<file path="config.mk">
export PLATFORM = sky130hd
export DESIGN_NAME = gray_pad_stream
export DESIGN_NICKNAME = d
export VERILOG_FILES = /design/src/rtl/gray_pad_stream.sv
export SDC_FILE = /design/constraint.sdc
export NUM_CORES = 1
export LEC_CHECK = 0
export CORE_UTILIZATION = 45
export DETAILED_ROUTE_END_ITERATION = 6
export GPL_TIMING_DRIVEN = 1
export HOLD_SLACK_MARGIN = 0.1
export PLACE_DENSITY_LB_ADDON = 0.3
export SYNTH_ARGS = -nofsm -noshare
export SYNTH_HDL_FRONTEND = slang
export SYNTH_SLANG_ARGS = --single-unit
</file>
<file path="constraint.sdc">
create_clock -name clk -period 2.97 [get_ports clk]
set_input_delay 0.891 -clock clk [delete_from_list [all_inputs] [get_ports clk]]
set_output_delay 0.891 -clock clk [all_outputs]
set_load 0.02 [all_outputs]
</file>
<file path="src/rtl/gray_pad_stream.sv">
// RGB-to-luma front end that wraps the interior image in a one-pixel zero border
// and streams the padded frame in raster order, one byte per issue.
module gray_pad_stream #(
  parameter int IMG_W = 480,
  parameter int IMG_H = 360
) (
  input  logic       clk,
  input  logic       rst,
  input  logic       start,
  input  logic       in_valid,
  output logic       in_ready,
  input  logic [7:0] in_r,
  input  logic [7:0] in_g,
  input  logic [7:0] in_b,
  output logic       out_valid,
  output logic [7:0] out_data,
  output logic       out_sof,
  output logic       out_eol,
  output logic       out_eof,
  output logic       done,
  output logic       busy
);

  localparam int CW = $clog2(IMG_W + 2);
  localparam int RW = $clog2(IMG_H + 2);
  localparam logic [CW-1:0] COL_LAST = CW'(IMG_W + 1);
  localparam logic [RW-1:0] ROW_LAST = RW'(IMG_H + 1);

  typedef enum logic [1:0] {IDLE, ACTIVE, DONE} state_t;

  state_t        state_q, state_d;
  logic [RW-1:0] row_q, row_d;
  logic [CW-1:0] col_q, col_d;
  logic          out_valid_q, out_valid_d;
  logic [7:0]    out_data_q, out_data_d;
  logic          out_sof_q, out_sof_d;
  logic          out_eol_q, out_eol_d;
  logic          out_eof_q, out_eof_d;
  logic          done_q, done_d;

  logic          border;
  logic          issue;
  logic [19:0]   gray_sum;
  logic [7:0]    gray;

  assign border = (row_q == '0) || (row_q == ROW_LAST) ||
                  (col_q == '0) || (col_q == COL_LAST);
  assign in_ready = (state_q == ACTIVE) && !border;
  assign issue    = (state_q == ACTIVE) && (border || in_valid);

  assign gray_sum = 20'(in_r) * 20'd1224 + 20'(in_g) * 20'd2404 + 20'(in_b) * 20'd466;
  assign gray     = 8'(gray_sum >> 12);

  // The done cycle is the tail of the frame, so busy covers it too.
  assign busy = (state_q != IDLE) || done_q;

  always_comb begin
    state_d     = state_q;
    row_d       = row_q;
    col_d       = col_q;
    out_valid_d = 1'b0;
    out_data_d  = out_data_q;
    out_sof_d   = 1'b0;
    out_eol_d   = 1'b0;
    out_eof_d   = 1'b0;
    done_d      = (state_q == DONE);

    case (state_q)
      IDLE: begin
        // A start coinciding with the done pulse belongs to the old frame.
        if (start && !done_q) begin
          state_d = ACTIVE;
          row_d   = '0;
          col_d   = '0;
        end
      end
      ACTIVE: begin
        if (issue) begin
          out_valid_d = 1'b1;
          out_data_d  = border ? 8'd0 : gray;
          out_sof_d   = (row_q == '0) && (col_q == '0);
          out_eol_d   = (col_q == COL_LAST);
          out_eof_d   = (col_q == COL_LAST) && (row_q == ROW_LAST);
          if (col_q == COL_LAST) begin
            col_d = '0;
            if (row_q == ROW_LAST) begin
              row_d   = '0;
              state_d = DONE;
            end else begin
              row_d = row_q + 1'b1;
            end
          end else begin
            col_d = col_q + 1'b1;
          end
        end
      end
      DONE:    state_d = IDLE;
      default: state_d = IDLE;
    endcase
  end

  always_ff @(posedge clk or negedge rst) begin
    if (!rst) begin
      state_q     <= IDLE;
      row_q       <= '0;
      col_q       <= '0;
      out_valid_q <= 1'b0;
      out_data_q  <= 8'd0;
      out_sof_q   <= 1'b0;
      out_eol_q   <= 1'b0;
      out_eof_q   <= 1'b0;
      done_q      <= 1'b0;
    end else begin
      state_q     <= state_d;
      row_q       <= row_d;
      col_q       <= col_d;
      out_valid_q <= out_valid_d;
      out_data_q  <= out_data_d;
      out_sof_q   <= out_sof_d;
      out_eol_q   <= out_eol_d;
      out_eof_q   <= out_eof_d;
      done_q      <= done_d;
    end
  end

  assign out_valid = out_valid_q;
  assign out_data  = out_data_q;
  assign out_sof   = out_sof_q;
  assign out_eol   = out_eol_q;
  assign out_eof   = out_eof_q;
  assign done      = done_q;

endmodule

</file>
==> reports/metrics.json <==
{
  "run_status": {"value": "finished, violations left"},
  "violated_checks": {"value": "setup timing"},
  "worst_ir_drop_vdd": {"value": 0.00137, "unit": "V"},
  "synth.lib_cells_used.distinct": {"value": 52},
  "reg2reg_launch_point": {"value": "row_q[0]$_DFFE_PN0P_"},
  "worstSkewPairLatency": {"value": 0.28, "unit": "ns"},
  "initial_antenna_violation_count": {"value": 0},
  "report.final.slew_viol_count": {"value": 0},
  "cts_root_buffer": {"value": "sky130_fd_sc_hd__clkbuf_16"},
  "total_leakage_power": {"value": 4.03, "unit": "nW"},
  "mappedNetlistArea": {"value": 5780, "unit": "µm²"},
  "critPathCaptureType": {"value": "flip-flop"},
  "numPortBuffers": {"value": 42},
  "cellPowerDensity": {"value": 1260, "unit": "nW/µm²"},
  "critical_path_buffers_and_inverters": {"value": 3},
  "wire_length_of_the_first_global_routing_pass": {"value": 23.4, "unit": "mm"},
  "share_of_synthesized_flip_flops_with_an_asynchronous_set_or_reset": {"value": 100, "unit": "%"},
  "register_clock_pin_slew_on_the_reported_worst_setup_and_hold_paths": {"value": 0.05, "unit": "ns"},
  "drt.antenna.violating_nets": {"value": 0},
  "finalNetCount": {"value": 988},
  "sequentialPowerShare": {"value": 6.8, "unit": "%"},
  "clock.fmax": {"value": 174, "unit": "MHz"},
  "cts_inserted_buffers": {"value": 5},
  "final-instance-count-excl-fill": {"value": 942},
  "core_area": {"value": 12600, "unit": "µm²"},
  "holdCritStartpoint": {"value": "out_data[2]$_DFFE_PN0P_"},
  "crit_path_start_kind": {"value": "input port"},
  "timing.final.crit_share": {"value": 193, "unit": "%"},
  "grt_pass1_vias": {"value": 5161},
  "switching_share": {"value": 45.5, "unit": "%"},
  "synthesis.nets": {"value": 831},
  "grt_util_all_layers": {"value": 21.9, "unit": "%"},
  "cp_cell_sequence": {"value": "buf_8 > fa_1 > fa_1 > fa_1 > ha_4 > ha_4 > a21o_1 > a21oi_4 > o21bai_1 > a21oi_2 > o21ai_2 > or4_1 > and3_4 > fa_1 > inv_2 > ha_4 > nand2_4 > nand2_4 > a311oi_4 > buf_4 > xnor2_2 > o21ai_2"},
  "timing.final.ws_setup": {"value": -2.77, "unit": "ns"},
  "synth-edff-count": {"value": 0},
  "wire_per_inst": {"value": 14.1, "unit": "µm"},
  "internal_power": {"value": 5.38, "unit": "mW"},
  "ys_seq_area_share": {"value": 14.3, "unit": "%"},
  "antenna_cells": {"value": 0},
  "final_period_minus_worst_setup_slack": {"value": 5.74, "unit": "ns"},
  "initialDrtViolationCount": {"value": 271},
  "max_slew_margin": {"value": 64.2, "unit": "%"},
  "most_frequent_cells_in_the_layout": {"value": "sky130_fd_sc_hd__ha_1 (122), sky130_fd_sc_hd__buf_4 (110), sky130_fd_sc_hd__inv_1 (104)"},
  "rsz0062_at_grt": {"value": "yes"},
  "ff2ff_setup_slack": {"value": 0.77, "unit": "ns"},
  "cts_max_path_buffers": {"value": 2},
  "gp_congestion": {"value": 0.857},
  "critical-path-top-delay-family": {"value": "adder cells"},
  "start_util": {"value": 46.0, "unit": "%"},
  "die_w": {"value": 115, "unit": "µm"},
  "top_level_ports": {"value": 43},
  "synthCells": {"value": 612},
  "total_net_switching_power": {"value": 4.49, "unit": "mW"},
  "drt_pre_antenna_iters": {"value": 4},
  "dp.final_hpwl": {"value": 11.1, "unit": "mm"},
  "htree_levels": {"value": 2},
  "synth-warning-count": {"value": 0},
  "timing.max_cap.violations": {"value": 0},
  "cp_slowest_cell": {"value": "sky130_fd_sc_hd__fa_1"},
  "dieArea": {"value": 13300, "unit": "µm²"},
  "grt_start_max_net_pins": {"value": 34},
  "routed-via-count": {"value": 4801},
  "worstSetupStartpoint": {"value": "in_b[1]"},
  "fp.dieH": {"value": 115, "unit": "µm"},
  "pwr-share-clk": {"value": 5.4, "unit": "%"},
  "fin_setup_tns": {"value": -20.67, "unit": "ns"},
  "fin_hold_ws": {"value": 0.486, "unit": "ns"},
  "drcViolationCount": {"value": 0},
  "average_cell_area_after_synthesis": {"value": 9.44, "unit": "µm²"},
  "drt-vias-per-instance": {"value": 5.10},
  "final_common_cell": {"value": "sky130_fd_sc_hd__ha_1"},
  "cp.depth": {"value": 22},
  "drive_above_1_share": {"value": 25.6, "unit": "%"},
  "min-delay-path-class": {"value": "flip-flop to flip-flop"},
  "rr_worst_depth": {"value": 9},
  "worstPathRequired": {"value": 3.13, "unit": "ns"},
  "path_class": {"value": "input port to flip-flop"},
  "tritoncts_num_sinks": {"value": 33},
  "wirelength": {"value": 13.2, "unit": "mm"},
  "post_cts_hold_buffer_count": {"value": 0},
  "reg2reg_to": {"value": "col_q[3]$_DFFE_PN0P_"},
  "critical-path-max-stage-delay": {"value": 0.61, "unit": "ns"},
  "ys_dominant_reg_cell": {"value": "sky130_fd_sc_hd__dfrtp_1"},
  "fp-row-count": {"value": 41},
  "comb_power_share": {"value": 87.8, "unit": "%"},
  "worst_slew_pin_slew": {"value": 0.536, "unit": "ns"},
  "area_growth_syn_to_layout": {"value": 35.7, "unit": "%"},
  "globalRouteOverflowTotal": {"value": 0},
  "placedCellCount": {"value": 927},
  "crit_path_end": {"value": "out_data[5]$_DFFE_PN0P_"},
  "most_frequent_cp_cell": {"value": "sky130_fd_sc_hd__fa_1"},
  "finalClockSkew": {"value": 0.00501, "unit": "ns"},
  "final_setup_violations": {"value": 8},
  "yosys_register_bits": {"value": 33},
  "hold_viol": {"value": 0},
  "worst_ep_arrival_time": {"value": 5.90, "unit": "ns"},
  "tritoncts_clock_tree": {"value": "yes"},
  "critical_path.max_fanout": {"value": 6}
}
-- per-layer routing --
metal  up-vias  part of all wire (%)  track usage, %
met3        19                   1.7            1.85
met1      2316                    43            25.3
met5         -                     0               0
li1       2407                     -               -
met4         0                   1.7            4.94
met2        59                    53            43.0
-- synthesized netlist by cell type (2+ instances only) --
| library cell | instances | share of area [%] |
|---|---|---|
| sky130_fd_sc_hd__xor2_1 | 24 | 3.6 |
| sky130_fd_sc_hd__o21ai_1 | 4 | 0.35 |
| sky130_fd_sc_hd__nor4_1 | 5 | 0.54 |
| sky130_fd_sc_hd__or3_1 | 2 | 0.22 |
| sky130_fd_sc_hd__a21oi_2 | 6 | 0.91 |
| sky130_fd_sc_hd__ha_1 | 143 | 31 |
| sky130_fd_sc_hd__a21oi_1 | 25 | 2.2 |
| sky130_fd_sc_hd__nor2_1 | 31 | 2.0 |
| sky130_fd_sc_hd__nand2b_1 | 5 | 0.54 |
| sky130_fd_sc_hd__or4_1 | 2 | 0.26 |
| sky130_fd_sc_hd__mux2i_1 | 4 | 0.69 |
| sky130_fd_sc_hd__o22ai_1 | 2 | 0.22 |
| sky130_fd_sc_hd__a32o_1 | 2 | 0.35 |
| sky130_fd_sc_hd__nand4_1 | 18 | 1.9 |
| sky130_fd_sc_hd__xnor2_1 | 17 | 2.6 |
| sky130_fd_sc_hd__a31oi_1 | 2 | 0.22 |
| sky130_fd_sc_hd__buf_4 | 2 | 0.26 |
| sky130_fd_sc_hd__nor3_1 | 7 | 0.61 |
| sky130_fd_sc_hd__nor2b_1 | 8 | 0.87 |
| sky130_fd_sc_hd__o21ai_0 | 16 | 1.4 |
| sky130_fd_sc_hd__fa_1 | 48 | 17 |
| sky130_fd_sc_hd__o21ai_2 | 2 | 0.30 |
| sky130_fd_sc_hd__nand2_1 | 24 | 1.6 |
| sky130_fd_sc_hd__a21o_1 | 13 | 1.7 |
| sky130_fd_sc_hd__inv_1 | 109 | 7.1 |
| sky130_fd_sc_hd__o21bai_1 | 8 | 1.0 |
| sky130_fd_sc_hd__a2111oi_0 | 2 | 0.30 |
| sky130_fd_sc_hd__dfrtp_1 | 33 | 14 |
| sky130_fd_sc_hd__and3_1 | 9 | 0.97 |
| sky130_fd_sc_hd__nand3_1 | 16 | 1.4 |
| sky130_fd_sc_hd__clkbuf_1 | 2 | 0.13 |
-- flip-flops by register name, summed over array words and instances, names as in the netlist, 2 cells and up --
signal and count:
out_data 8, col_q 9, state_q 2, row_q 9
-- power by group through the flow --
stage,Clock (mW),Combinational [mW],Sequential (mW)
after floorplan,0,4.52,0.715
after global placement,0,6.73,0.670
after detailed placement,0,7.01,0.675
after CTS,0.538,8.16,0.669
after global routing,0.569,9.57,0.682
final,0.537,8.67,0.668
-- worst min-delay path by stage --
stage,to,cells past startpoint,slack [ns]
CTS,out_data[2]$_DFFE_PN0P_,2,0.49
floorplan,state_q[0]$_DFFE_PN0P_,1,0.49
finish,out_data[2]$_DFFE_PN0P_,2,0.49
detailed placement,out_data[2]$_DFFE_PN0P_,2,0.48
global route,out_data[2]$_DFFE_PN0P_,2,0.52
global placement,out_data[2]$_DFFE_PN0P_,2,0.48
-- final cells by class --
type	count	area, µm²
Sequential cell	33	826
Multi-Input combinational cell	466	4980
Clock inverter	1	5.00
Fill cell	1023	4730
Clock buffer	7	153
Tap cell	172	215
Inverter	109	409
Timing Repair Buffer	154	1250
-- worst register-to-register path, cell delays in order, from the launching register on --
cell	delay (ns)
sky130_fd_sc_hd__dfrtp_1	0.44
sky130_fd_sc_hd__inv_1	0.13
sky130_fd_sc_hd__ha_1	0.15
sky130_fd_sc_hd__nand2b_1	0.09
sky130_fd_sc_hd__nor4_4	0.19
sky130_fd_sc_hd__o21ai_2	0.13
sky130_fd_sc_hd__a41oi_2	0.51
sky130_fd_sc_hd__nand4_1	0.19
sky130_fd_sc_hd__xor2_1	0.19
sky130_fd_sc_hd__nor2_1	0.07
-- kinds of logic after synthesis --
logic type | Yosys count | share of synthesized area, %
buffers and inverters | 113 | 7.47
muxes | 4 | 0.693
DFF | 33 | 14.3
and+or+nand+nor | 134 | 12.0
adders and majority gates | 191 | 47.6
xor gates and xnor gates | 41 | 6.21
AOI/OAI and AO/OA | 96 | 11.7
-- per-stage QoR --
stage / cell area, µm² / util [%] / worst slack [ns] / power (mW)
2_1_floorplan: 5820 / - / -2.80 / 5.23
3_3_place_gp: 7220 / 57.5 / -3.36 / 7.40
3_5_place_dp: 7220 / 57.5 / -3.49 / 7.68
4_1_cts: 7760 / 61.7 / -2.72 / 9.36
5_1_grt: 7840 / 62.4 / -2.90 / 10.8
6_report: 7840 / 62.4 / -2.77 / 9.87
-- timing repair --
item                       in CTS  in global routing
setup endpoints to repair       9                  9
buffers inserted                4                  4
pin swaps                      60                 22
gates resized for setup        89                 10
No activity file was read; power rests on OpenSTA's default activity.
